==> config.mk <==
export PLATFORM = sky130hd
export DESIGN_NAME = alu_share_arbiter
export DESIGN_NICKNAME = d
export VERILOG_FILES = /design/src/rtl/alu_share_arbiter.sv
export SDC_FILE = /design/constraint.sdc
export NUM_CORES = 1
export LEC_CHECK = 0
export CELL_PAD_IN_SITES_DETAIL_PLACEMENT = 0
export CELL_PAD_IN_SITES_GLOBAL_PLACEMENT = 1
export CORE_MARGIN = 10
export CORE_UTILIZATION = 33
export CTS_BUF_LIST = sky130_fd_sc_hd__clkbuf_4 sky130_fd_sc_hd__clkbuf_8
export DETAILED_ROUTE_END_ITERATION = 6
export GPL_TIMING_DRIVEN = 0
export PLACE_DENSITY_LB_ADDON = 0.1
export SLEW_MARGIN = 10
export SYNTH_ARGS = -nofsm -noshare
export SYNTH_HDL_FRONTEND = slang
export SYNTH_SLANG_ARGS = --single-unit
export TNS_END_PERCENT = 10
==> constraint.sdc <==
create_clock -name Clk -period 3.3 [get_ports Clk]
set_input_delay 0.33 -clock Clk [delete_from_list [all_inputs] [get_ports Clk]]
set_output_delay 0.33 -clock Clk [all_outputs]
set_load 0.02 [all_outputs]
==> src/rtl/alu_share_arbiter.sv <==
// Round-robin arbiter sharing one ALU between two requesters, one operation in flight.
module alu_share_arbiter #(
   parameter int unsigned DATA_W      = 32,
   parameter int unsigned CTRL_W      = 5,
   parameter int unsigned ALU_LATENCY = 1
) (
   input  logic              Clk,
   input  logic              Reset,
   input  logic              Req0Valid,
   output logic              Req0Ready,
   input  logic [CTRL_W-1:0] Req0Op,
   input  logic [DATA_W-1:0] Req0A,
   input  logic [DATA_W-1:0] Req0B,
   output logic              Rsp0Valid,
   input  logic              Rsp0Ready,
   output logic [DATA_W-1:0] Rsp0Result,
   output logic              Rsp0Zero,
   input  logic              Req1Valid,
   output logic              Req1Ready,
   input  logic [CTRL_W-1:0] Req1Op,
   input  logic [DATA_W-1:0] Req1A,
   input  logic [DATA_W-1:0] Req1B,
   output logic              Rsp1Valid,
   input  logic              Rsp1Ready,
   output logic [DATA_W-1:0] Rsp1Result,
   output logic              Rsp1Zero,
   output logic [CTRL_W-1:0] AluControl,
   output logic [DATA_W-1:0] AluA,
   output logic [DATA_W-1:0] AluB,
   input  logic [DATA_W-1:0] AluResult,
   output logic              Busy
);

   localparam int unsigned CNT_W = 4;

   typedef enum logic [1:0] {
      IDLE = 2'd0,
      EXEC = 2'd1,
      RESP = 2'd2
   } state_t;

   state_t            state;
   state_t            state_nxt;
   logic              ptr;
   logic              owner;
   logic [CNT_W-1:0]  cnt;
   logic              grant_c;
   logic              accept_c;
   logic              done_c;
   logic              rsp_taken_c;

   // Grant selection: a lone requester wins, contention goes to the pointer.
   always_comb begin
      grant_c = 1'b0;
      if (Req0Valid && !Req1Valid) begin
         grant_c = 1'b0;
      end else if (!Req0Valid && Req1Valid) begin
         grant_c = 1'b1;
      end else if (Req0Valid && Req1Valid) begin
         grant_c = ptr;
      end
   end

   // Handshake and phase-complete qualifiers.
   always_comb begin
      Req0Ready   = (state == IDLE) && !grant_c && Req0Valid;
      Req1Ready   = (state == IDLE) &&  grant_c && Req1Valid;
      accept_c    = (state == IDLE) && (Req0Valid || Req1Valid);
      done_c      = (state == EXEC) && (cnt == CNT_W'(1));
      rsp_taken_c = (state == RESP) && (owner ? Rsp1Ready : Rsp0Ready);
      Busy        = (state != IDLE);
   end

   // State register.
   always_ff @(posedge Clk) begin
      if (Reset) begin
         state <= IDLE;
      end else begin
         state <= state_nxt;
      end
   end

   // Next-state logic.
   always_comb begin
      state_nxt = state;
      case (state)
         IDLE:    if (accept_c)    state_nxt = EXEC;
         EXEC:    if (done_c)      state_nxt = RESP;
         RESP:    if (rsp_taken_c) state_nxt = IDLE;
         default: state_nxt = IDLE;
      endcase
   end

   // Arbitration pointer, owner and latency counter.
   always_ff @(posedge Clk) begin
      if (Reset) begin
         ptr   <= 1'b0;
         owner <= 1'b0;
         cnt   <= '0;
      end else if (accept_c) begin
         ptr   <= ~grant_c;
         owner <= grant_c;
         cnt   <= CNT_W'(ALU_LATENCY);
      end else if (state == EXEC) begin
         cnt   <= cnt - CNT_W'(1);
      end
   end

   // ALU input registers: loaded on accept, otherwise hold their last values.
   always_ff @(posedge Clk) begin
      if (Reset) begin
         AluControl <= '0;
         AluA       <= '0;
         AluB       <= '0;
      end else if (accept_c) begin
         AluControl <= grant_c ? Req1Op : Req0Op;
         AluA       <= grant_c ? Req1A  : Req0A;
         AluB       <= grant_c ? Req1B  : Req0B;
      end
   end

   // Response slot 0: capture on completion for owner 0, clear valid on consume.
   always_ff @(posedge Clk) begin
      if (Reset) begin
         Rsp0Valid  <= 1'b0;
         Rsp0Result <= '0;
         Rsp0Zero   <= 1'b0;
      end else if (done_c && !owner) begin
         Rsp0Valid  <= 1'b1;
         Rsp0Result <= AluResult;
         Rsp0Zero   <= (AluResult == '0);
      end else if (rsp_taken_c && !owner) begin
         Rsp0Valid  <= 1'b0;
      end
   end

   // Response slot 1: capture on completion for owner 1, clear valid on consume.
   always_ff @(posedge Clk) begin
      if (Reset) begin
         Rsp1Valid  <= 1'b0;
         Rsp1Result <= '0;
         Rsp1Zero   <= 1'b0;
      end else if (done_c && owner) begin
         Rsp1Valid  <= 1'b1;
         Rsp1Result <= AluResult;
         Rsp1Zero   <= (AluResult == '0);
      end else if (rsp_taken_c && owner) begin
         Rsp1Valid  <= 1'b0;
      end
   end

endmodule
### Word level (Yosys, flattened, before mapping)

Index checks and enable logic that the tools add are counted.

* bits in registers: 145
* bits of input ports: 176
* output and inout bits: 140
* logic and storage cells: 66

* $add $sub $neg: 1
* equal/unequal tests: 6
* muxes and demuxes: 17
* bitwise gates (word level): 1
* reduce and logical (&&, ||, !) cells: 27

Operator list (count)
* two-way mux 32 bit: 2
* zero test 32 bit: 1
* logical AND 1 bit: 14
* two-way mux 1 bit: 10
* nonzero test 2 bit: 4
* two-way mux 2 bit: 3
* inequality test 2 bit, second input constant: 3
* case mux 2 bit (3 select lines): 1
* two-way mux 5 bit: 1
* equality test 4 x 1 -> 1 bit, second input constant: 1
* zero test 1 bit: 4
* subtractor 4 x 1 -> 4 bit, second input constant: 1
* AND reduction 3 bit: 1
* equality test 2 x 1 -> 1 bit, second input constant: 1
* equality test 2 bit, second input constant: 1
* zero test 2 bit: 1
* OR reduction 2 bit: 1
* logical OR 1 bit: 1
* NOT 1 bit: 1

### Longest topological paths before layout

* depth in word-level cells: 7
* gate-level depth with buffers: 7
* gate-level depth less buffers: 5

### Least setup slack after synthesis

No wires, ideal clock.

* path type: reg2out
* from: register state[1]
* to: output port Req1Ready
* arrival time: 1375 ps
* data required time: 2970 ps
* path slack: 1595 ps
* stages on the path, launching flop included: 5
* path buffers: 1
* cells stage by stage: dfxtp_1 -> nor2_4 -> inv_2 -> clkbuf_1 -> nor3_1

* word-level cells in the longest chain between the ends: 3

Ends and longest elaborated chain
* start, declared: line 42 `state_t state;`
* start signal, assigned: line 79 `state <= state_nxt;`
* zero test 2 bit: line 67 `Req1Ready = (state == IDLE) && grant_c && Req1Valid;`
* logical AND 1 bit (2 in series): line 67
* end, declared: line 19 `output logic Req1Ready,`

No other way between the ends.

### Worst setup path in the final report

* from: input port Req1Valid
* to: output port Req0Ready

* word-level cells in the longest chain between the ends: 7
* elaborated cells on any way between the ends: 10
* those cells by class: 3 x mux; 7 x reduce/logical

Ends and longest elaborated chain
* start, declared: line 18 `input logic Req1Valid,`
* logical AND 1 bit: line 59 `end else if (Req0Valid && Req1Valid) begin`
* two-way mux 1 bit: line 59
* two-way mux 1 bit: line 57 `end else if (!Req0Valid && Req1Valid) begin`
* two-way mux 1 bit (*): line 55 `if (Req0Valid && !Req1Valid) begin`
* zero test 1 bit (*): line 66 `Req0Ready = (state == IDLE) && !grant_c && Req0Valid;`
* logical AND 1 bit (*) (2 in series): line 66
* end, declared: line 10 `output logic Req0Ready,`

Mark *: on every way between the ends. The rest lies on a longest branch, timed or not.

==> metrics.cfg <==
[power]
p_sw_share_pct = 35.3
p_seq_share_pct = 38.0
finalPower_mw = 5.30
power.internal_mw = 3.43
switching_power_mw = 1.87
p_clk_share_pct = 28.2
ir_worst_vdd_v = 0.000232
combinationalPowerShare_pct = 33.9
p_leak_nw = 3.51
power_density_nw_per_um2 = 494

[timing]
fin_skew_ns = 0.0161
layout_min_cycle_time_ns = 2.93
final-hold-violation-count = 0
rsz0062_at_grt = no
worst_pin_slew_ns = 0.757
period_share_pct = 88.9
hold_slack_ns = 0.471
fin_tns_setup_ns = 0
setup_violations = 0
fmax_mhz = 341
slew_violations = 0
slew_headroom_pct = 49.5

[global_routing]
grt_pass1_vias = 7645
antenna_found_initial = 1
grt_pass1_wl_um = 44000
grt_max_degree = 17
grtUsageTotal_pct = 20.8
overflow = 0

[synth]
syn-num-nets = 913
yosys_warnings = 0
ys.flop_type = dfxtp_1
async_reset_ff_share_pct = 0
yosysSeqAreaShare_pct = 42.5
synth.distinct_cells = 47
syn_area_um2 = 6820
syn_area_per_cell_um2 = 9.28
synth-edff-count = 0
syn_inst = 735
synth-seq-cells = 145

[worst_setup_path]
arrival_ns = 2.60
path_cells = clkdlybuf4s50_1 > a211oi_2 > clkbuf_1 > and2_1 > clkdlybuf4s50_1
cpMostUsedCell = clkdlybuf4s50_1
cp-end-kind = primary output
reg2reg_depth = 7
cp_max_fo = 10
path_class = in -> out
crit_path_start = Req1Valid
endpoint = Req0Ready
max_stage_delay_ns = 0.64
r2r_setup_slack_ns = 1.38
critical_path_buf_inv_count = 3
critPathSlowestCell = clkdlybuf4s50_1
rr_startpoint = cnt[1]
cp.required_ns = 2.97
r2r-end = Rsp0Result[5]
path_delay_family = buffers and inverters
worst-path-stages = 5
start_kind = input pin

[drt]
vias = 7308
viasPerCell = 5.41
wl_per_cell_um = 21.4
drc = 0
first_pass_iters = 4
drt_iter0_drc = 344
antenna_left = 0
wirelength_um = 28900

[clock_network]
clockBufferDepth = 2
cts-buffers-inserted = 17
cts_tree = done
clk_pin_slew_ns = 0.09
cts_hold_buffers = 0
root_buffer = clkbuf_8
postCtsSetupBuffers = 0
worstSkewPairLatency_ns = 0.44
cts-resized-gates = 0
cts_max_level = 4
clock_sinks = 145

[die]
fp.dieArea_um2 = 26800
rows = 52
die_w_um = 164
initial_utilization_pct = 33.6
die_height_um = 164
core_um2 = 20300
ios = 316

[min_path]
hold_start = Rsp0Result[28]
holdCritPathClass = reg -> reg

[final_layout]
utilization_pct = 52.8
syn2layout_area_growth_pct = 57.1
diodes = 0
nNetsFinal = 1247
drive_gt1_share_pct = 11.9
fillers = 1942

[placement]
gp_congestion = 0.837
dp_hpwl_um = 22400
portBuffers = 315

[outcome]
run_status = complete, no violations

[flow_run]
cap_violations = 0

synth_stat cells, drive strengths merged, types with 2 or more instances:
master	n	area (µm²)
nand3	48	245
nand2b	4	25.0
o41ai	3	41.3
and4	23	201
a311oi	27	236
nor2b	2	12.5
o311ai	2	17.5
a21oi	95	487
nor4	9	71.3
nand2	2	7.51
nand4	85	532
nor2	4	22.5
o21ai	48	240
dfxtp	145	2900
clkbuf	49	184
o31ai	64	681
ha	2	25.0
inv	6	22.5
buf	55	360
nor3	3	15.0
nand3b	3	22.5
a221o	23	230
a31oi	19	119
state kept, by name (all words and copies together) (netlist names):
| name | cells |
|---|---|
| Rsp1Result | 32 |
| Rsp1Valid | 1 |
| Rsp0Valid | 1 |
| state | 2 |
| AluA | 32 |
| Rsp0Result | 32 |
| AluControl | 5 |
| owner | 1 |
| Rsp0Zero | 1 |
| Rsp1Zero | 1 |
| cnt | 4 |
| AluB | 32 |
| ptr | 1 |
through the flow:
stage | instances | instance area, µm² | setup slack, ns
after floorplan | 735 | 6820 | 1.60
final | 1351 | 10700 | 0.367
after CTS | 1351 | 10700 | 0.394
after global routing | 1351 | 10700 | 0.222
after global placement | 1320 | 10300 | 0.447
after detailed placement | 1320 | 10300 | 0.412
kinds of logic after synthesis:
kind of cell    count (synthesis)  share of synthesized area, %
xor+xnor                        2                         0.257
buf+inv                       110                          8.31
simple gates                  188                          17.5
fa+ha+maj                       2                         0.367
flops                         145                          42.5
compound gates                288                          31.0
worst min path at each step:
stage	endpoint	slack, ns	cells past startpoint
after floorplan	cnt[3]	0.47	2
after global placement	Rsp0Result[5]	0.46	2
after detailed placement	Rsp0Result[28]	0.46	2
after CTS	AluA[6]	0.44	3
after global routing	AluA[6]	0.45	3
final	Rsp0Result[28]	0.47	2
routing by layer:
layer	share of wire, %	GRT usage, %
met5	0.045	0
met3	9.6	8.36
met1	40	23.9
met4	1.1	4.55
met2	49	35.5
cells in the final DEF (no fill, tap or decap), drive strengths merged, types with 4 or more instances in the layout:
master	Yosys	routed
a21oi	95	95
a221o	23	23
a311oi	27	27
a31oi	19	19
and4	23	23
buf	55	55
clkbuf	49	68
clkdlybuf4s50	0	315
clkinv	0	4
dfxtp	145	145
inv	6	8
nand2b	4	4
nand3	48	48
nand4	85	85
nor2	4	4
nor4	9	9
o21ai	48	48
o31ai	64	64
worst register-to-register path, delay by kind of cell (launching register included):
family,cells,cell delay (ns)
buf+inv,3,0.65
fa+ha+maj,1,0.15
simple gates,2,0.52
flops,1,0.34
compound gates,1,0.18
power by group through the flow:
| stage | registers [mW] | clock network (mW) | logic [mW] |
|---|---|---|---|
| 2_1_floorplan | 2.22 | 0 | 0.793 |
| 3_3_place_gp | 2.05 | 0 | 1.80 |
| 3_5_place_dp | 2.05 | 0 | 1.80 |
| 4_1_cts | 2.01 | 1.53 | 1.80 |
| 5_1_grt | 2.03 | 1.60 | 1.93 |
| 6_report | 2.01 | 1.49 | 1.79 |
final cells by class:
class	count	area, µm²	area share (%)
sequential	145	2900	27.1
buffer	104	544	5.08
clock inverter	12	158	1.47
tap	270	338	3.15
clock buffer	19	249	2.32
inverter	6	22.5	0.210
timing repair buffer	315	3150	29.4
multi-input combinational	480	3350	31.3
Power figures use the tool's default switching activity.
==> patch 1 (same settings) <==
Set the parameter `DATA_W` to 48 (it was 32).
--- a/src/rtl/alu_share_arbiter.sv
+++ b/src/rtl/alu_share_arbiter.sv
@@ -1,6 +1,6 @@
 // Round-robin arbiter sharing one ALU between two requesters, one operation in flight.
 module alu_share_arbiter #(
-   parameter int unsigned DATA_W      = 32,
+   parameter int unsigned DATA_W      = 48,
    parameter int unsigned CTRL_W      = 5,
    parameter int unsigned ALU_LATENCY = 1
 ) (
Interface: changed (9 resized); port bits go from 316 to 460. No check against the original RTL was run, so the function may have changed too.
==> patch 1 against the unedited design <==
The run now ends with DRC left; sequential cell count is 64 higher; total power is 34% higher; area after synthesis is 12% higher; wire length is 27% higher; design area is 25% higher; count of clock-buffer cells in the layout is 42 higher; global-route usage is 2.2 points higher; setup slack worse by 0.046 ns; clock power is 68% higher; combinational power is 3% lower; critical endpoint is now Req1Ready; largest power group unchanged; highest routed layer unchanged; die area is 11% higher; sequential share of layout area is 4.2 points higher.
==> patch 1: results (changes against the unedited design) <==
- Status: finished, violations left (was finished clean)
- Failing checks: DRC
- Placer congestion estimate: 0.846 (was 0.837)
- Critical Path Start: state[1]$_SDFFE_PP0P_ (was Req1Valid)
- Pre-CTS worst setup slack: 0.601 ns (was 0.412 ns)
- Top cells by count, synth: 229 x nand2_1, 209 x dfxtp_1, 98 x a21oi_1 (was 145 x dfxtp_1, 94 x a21oi_1, 85 x nand4_1)
- Ranking of synthesized cells by area: dfxtp_1 55%, nand2_1 11%, a222oi_1 9.3% (was dfxtp_1 43%, nand4_1 7.8%, o31ai_2 7.3%)
- # fillers: 2094 (was 1942)
- Static Leak: 5.21 nW (was 3.51 nW)
- Cts bufs inserted: 38 (was 17)
- First-pass GRT wire length: 51.3 mm (was 44.0 mm)
- Worst-Skew Late Latency: 0.53 ns (was 0.44 ns)
- R2r endpoint: Rsp0Result[1]$_SDFFE_PP0P_ (was Rsp0Result[5]$_SDFFE_PP0P_)
- Pin count of the biggest net entering global routing: 11 (was 17)
- Hold Path End: AluB[13]$_SDFFE_PP0P_ (was Rsp0Result[28]$_SDFFE_PP0P_)
- WP data arrival: 2.65 ns (was 2.60 ns)
- Final Skew: 0.0187 ns (was 0.0161 ns)
- Port bufs: 459 (was 315)
- Routed len/inst: 21.8 um (was 21.4 um)
- Xor/xnor cell area share of the yosys netlist: 0.343% (was 0.257%)
- Compound-Gate Fraction of Synth Area: 21.6% (was 31.0%)
- DP HPWL: 29.4 mm (was 22.4 mm)
- Worst-Margin Slew: 0.636 ns (was 0.757 ns)
- Share of layout cells above drive strength 1: 7.25% (was 11.9%)
- Period minus WS final: 2.98 ns (was 2.93 ns)
- Hold Crit Start: Req1B[13] (was Rsp0Result[28]$_SDFFE_PP0P_)
- WHS: 0.348 ns (was 0.471 ns)
- R2R setup slack: 1.31 ns (was 1.38 ns)
- Vias in the first global route: 8313 (was 7645)
- Hold crit path type: input pin to register (was register to register)
- Peak supply drop: 0.000280 V (was 0.000232 V)
- Drc violations: 3 (was 0)
- Syn_nets: 1130 (was 913)
- Clk buf depth: 3 (was 2)
- DRT iter0 DRCs: 779 (was 344)
==> patch 1: cell count changes in the layout (fill, tap and decap cells not counted), sizes merged, moves of 30 or more <==
cell           before  now
o31ai              64    0
inv                 8   66
nand3              48    2
a222oi              0   71
nand2               2  229
nand4              85    2
a22oi               0   30
clkdlybuf4s50     315  459
clkbuf             68  102
dfxtp             145  209
==> patch 1: cell type report <==
| cell class | instances | area [sq um] | share of cell area [%] |
|---|---|---|---|
| multi-input combinational | 525 | 2870 | 21.5 |
| buffer | 72 | 348 | 2.60 |
| antenna | 5 | 12.5 | 0.0935 |
| timing repair buffer | 459 | 4590 | 34.3 |
| clock buffer | 61 | 758 | 5.67 |
| tap | 285 | 357 | 2.66 |
| sequential | 209 | 4180 | 31.3 |
| clock inverter | 1 | 7.51 | 0.0561 |
| inverter | 66 | 248 | 1.85 |
==> patch 1: critical path: stages, from the launching register on <==
cell             delay (ns)
dfxtp_1                0.33
nor2_2                 0.27
and3_1                 0.20
buf_2                  0.21
buf_1                  0.42
clkdlybuf4s50_1        0.70
==> patch 1: stage by stage <==
step,cells,cell area (sq um),utilization [%]
2_1_floorplan,872,7650,-
3_3_place_gp,1616,12600,55.5
3_5_place_dp,1616,12600,55.5
4_1_cts,1678,13400,58.9
5_1_grt,1680,13400,58.9
6_report,1683,13400,58.9
==> patch 1: report_power, final <==
part | switching, mW | total, mW | internal, mW
clock | 1.07 | 2.51 | 1.44
sequential | 0.126 | 2.87 | 2.75
combinational | 0.880 | 1.73 | 0.849
total | 2.08 | 7.11 | 5.04
==> patch 1: layer usage <==
layer	routed length, um	up-vias	track usage, %
met5	49	-	0
met4	920	8	7.05
met3	4360	70	11.0
met2	18300	356	40.2
met1	13000	3864	23.7
li1	-	4057	-
==> patch 2 (same settings) <==
Made on the original files. Make the reset (`Reset`) asynchronous in 5 clocked blocks.
--- a/src/rtl/alu_share_arbiter.sv
+++ b/src/rtl/alu_share_arbiter.sv
@@ -72,7 +72,7 @@
    end
 
    // State register.
-   always_ff @(posedge Clk) begin
+   always_ff @(posedge Clk or posedge Reset) begin
       if (Reset) begin
          state <= IDLE;
       end else begin
@@ -92,7 +92,7 @@
    end
 
    // Arbitration pointer, owner and latency counter.
-   always_ff @(posedge Clk) begin
+   always_ff @(posedge Clk or posedge Reset) begin
       if (Reset) begin
          ptr   <= 1'b0;
          owner <= 1'b0;
@@ -107,7 +107,7 @@
    end
 
    // ALU input registers: loaded on accept, otherwise hold their last values.
-   always_ff @(posedge Clk) begin
+   always_ff @(posedge Clk or posedge Reset) begin
       if (Reset) begin
          AluControl <= '0;
          AluA       <= '0;
@@ -120,7 +120,7 @@
    end
 
    // Response slot 0: capture on completion for owner 0, clear valid on consume.
-   always_ff @(posedge Clk) begin
+   always_ff @(posedge Clk or posedge Reset) begin
       if (Reset) begin
          Rsp0Valid  <= 1'b0;
          Rsp0Result <= '0;
@@ -135,7 +135,7 @@
    end
 
    // Response slot 1: capture on completion for owner 1, clear valid on consume.
-   always_ff @(posedge Clk) begin
+   always_ff @(posedge Clk or posedge Reset) begin
       if (Reset) begin
          Rsp1Valid  <= 1'b0;
          Rsp1Result <= '0;
Behaviour: differs if Reset is asserted again (counterexample within 4 cycles, from zero or initial values and one cycle with Reset high); with Reset held inactive, the same outputs for 4 cycles.
==> patch 2 against the unedited design <==
Clock skew shrank 0.0029 ns; wire length shrank 21%; count of clock-buffer cells in the layout shrank 1; setup slack lost 0.059 ns; design area shrank 6.0%; critical path type is now register to output port; non-clock buffer count shrank 61; area after synthesis shrank 10%; highest routed layer unchanged; largest cell class is now sequential cells; hold slack lost 0.31 ns; sequential cell count is the same; global-route usage shrank 2.2 points.
Power is not compared: it rests on default switching activity, and its combinational part moved more than twofold at a synthesized area within 25%.
==> patch 2: results (changes against the unedited design) <==
- Cts bufs inserted: 17 (unchanged)
- Crit path max-delay cell type: clkdlybuf4s50_1 (unchanged)
- Ys Warns: 0 (unchanged)
- Placer congestion estimate: 0.816 (was 0.837)
- Dominant synthesized flop cell: dfrtp_1 (was dfxtp_1)
- WHS: 0.159 ns (was 0.471 ns)
- Clk buf depth: 2 (unchanged)
- R2r endpoint: Rsp0Result[7]$_DFFE_PP0P_ (was Rsp0Result[5]$_SDFFE_PP0P_)
- Initial antenna violation count: 3 (was 1)
- Worst-Skew Late Latency: 0.45 ns
- Status: finished clean (unchanged)
- Top cells by count, synth: 145 x dfrtp_1, 69 x a21boi_0, 69 x a221o_1 (was 145 x dfxtp_1, 94 x a21oi_1, 85 x nand4_1)
- Ranking of synthesized cells by area: dfrtp_1 59%, a221o_1 11%, mux2_2 11% (was dfxtp_1 43%, nand4_1 7.8%, o31ai_2 7.3%)
- Nets@finish: 961 (was 1247)
- Crit-path max cell delay: 0.68 ns (was 0.64 ns)
- Post-CTS setup buffer count: 0 (unchanged)
- Overall Global Routing Usage: 18.5% (was 20.8%)
- H-tree Lvls: 4 (unchanged)
- Met2 usage: 32.2% (was 35.5%)
- Worst-Margin Slew: 0.505 ns (was 0.757 ns)
- Reg2reg path depth: 5 (was 7)
- Syn_nets: 623 (was 913)
- Pwr/cell area: 996 nW/um^2
- Hold crit path type: input pin to asynchronous set/reset pin (was register to register)
- Worst path top cell family by delay: buffers and inverters (unchanged)
- Peak supply drop: 0.000380 V
- Distinct cells, synth: 32 (was 47)
- Routed met2 length: 11.7 mm (was 14.1 mm)
- Static Leak: 4.11 nW
- Clock network power share: 15.8%
- Ys async rst share: 100% (was 0%)
- Met1 Resource Use GR: 19.8% (was 23.9%)
- Drt first pass iters: 4 (unchanged)
- M1 wire length: 8.60 mm (was 11.7 mm)
- First-pass GRT wire length: 35.0 mm (was 44.0 mm)
- WP data arrival: 2.66 ns (was 2.60 ns)
- R2R setup slack: 1.32 ns (was 1.38 ns)
- Post-synthesis sequential area ratio: 59.4% (was 42.5%)
- Vias/cell: 5.15 (was 5.41)
- Max layer used: met5 (unchanged)
- Pin count of the biggest net entering global routing: 39 (was 17)
- Final Skew: 0.0132 ns (was 0.0161 ns)
- Share of layout cells above drive strength 1: 14.4% (was 11.9%)
- DP HPWL: 18.1 mm (was 22.4 mm)
- Psw: 3.84 mW
- WL met3: 2.24 mm (was 2.79 mm)
- Vias in the first global route: 6008 (was 7645)
- Routed len/inst: 22.2 um (was 21.4 um)
- RR Startpoint: cnt[1]$_DFFE_PP0P_ (was cnt[1]$_SDFFE_PP0N_)
- Met3 Usage GRT: 8.52% (was 8.36%)
- DRT iter0 DRCs: 213 (was 344)
[patch 2: cell count changes after synthesis, moves of 46 or more]
cell | unedited run | this run
dfrtp_1 | 0 | 145
mux2_2 | 0 | 57
a21boi_0 | 0 | 69
a221o_1 | 23 | 69
dfxtp_1 | 145 | 0
nand4_1 | 85 | 2
a21oi_1 | 94 | 1
nand3_1 | 47 | 0
[patch 2: cell families (layout without fill, tap and decap cells)]
family	after synthesis	in the layout	synth area share, %
compound gates	152	152	21.3
flops	145	145	59.4
mux	64	64	11.8
buf+inv	45	396	3.05
simple gates	35	35	3.73
fa+ha+maj	2	2	0.410
xor+xnor	2	2	0.287
other cells	0	2	0
[patch 2: layout make-up]
type	count	area, sq um
Antenna cell	2	5.00
Timing Repair Buffer	319	3230
Tap cell	229	287
Multi-Input combinational cell	255	2290
Sequential cell	145	3630
Fill cell	1489	8000
Clock inverter	14	204
Inverter	6	26.3
Clock buffer	18	241
Buffer	39	165
[patch 2: through the flow]
stage | instance area [sq um] | worst slack [ns] | cells
6_report | 10100 | 0.308 | 1027
4_1_cts | 10100 | 0.0756 | 1025
3_5_place_dp | 9630 | 0.318 | 993
5_1_grt | 10100 | 0.0939 | 1027
3_3_place_gp | 9550 | -0.127 | 989
2_1_floorplan | 6110 | 1.15 | 445
[patch 2: worst max-delay path by stage]
stage | start | endpoint | slack [ns] | cells after the start
after floorplan | Reset | AluA[0]$_DFFE_PP0P_ | 1.15 | 1
after global placement | Reset | AluControl[4]$_DFFE_PP0P_ | -0.13 | 2
after detailed placement | Req0Valid | Req1Ready | 0.32 | 6
after CTS | state[0]$_DFFE_PP0P_ | Req1Ready | 0.08 | 5
after global routing | state[0]$_DFFE_PP0P_ | Req0Ready | 0.09 | 6
final | state[0]$_DFFE_PP0P_ | Req0Ready | 0.31 | 6
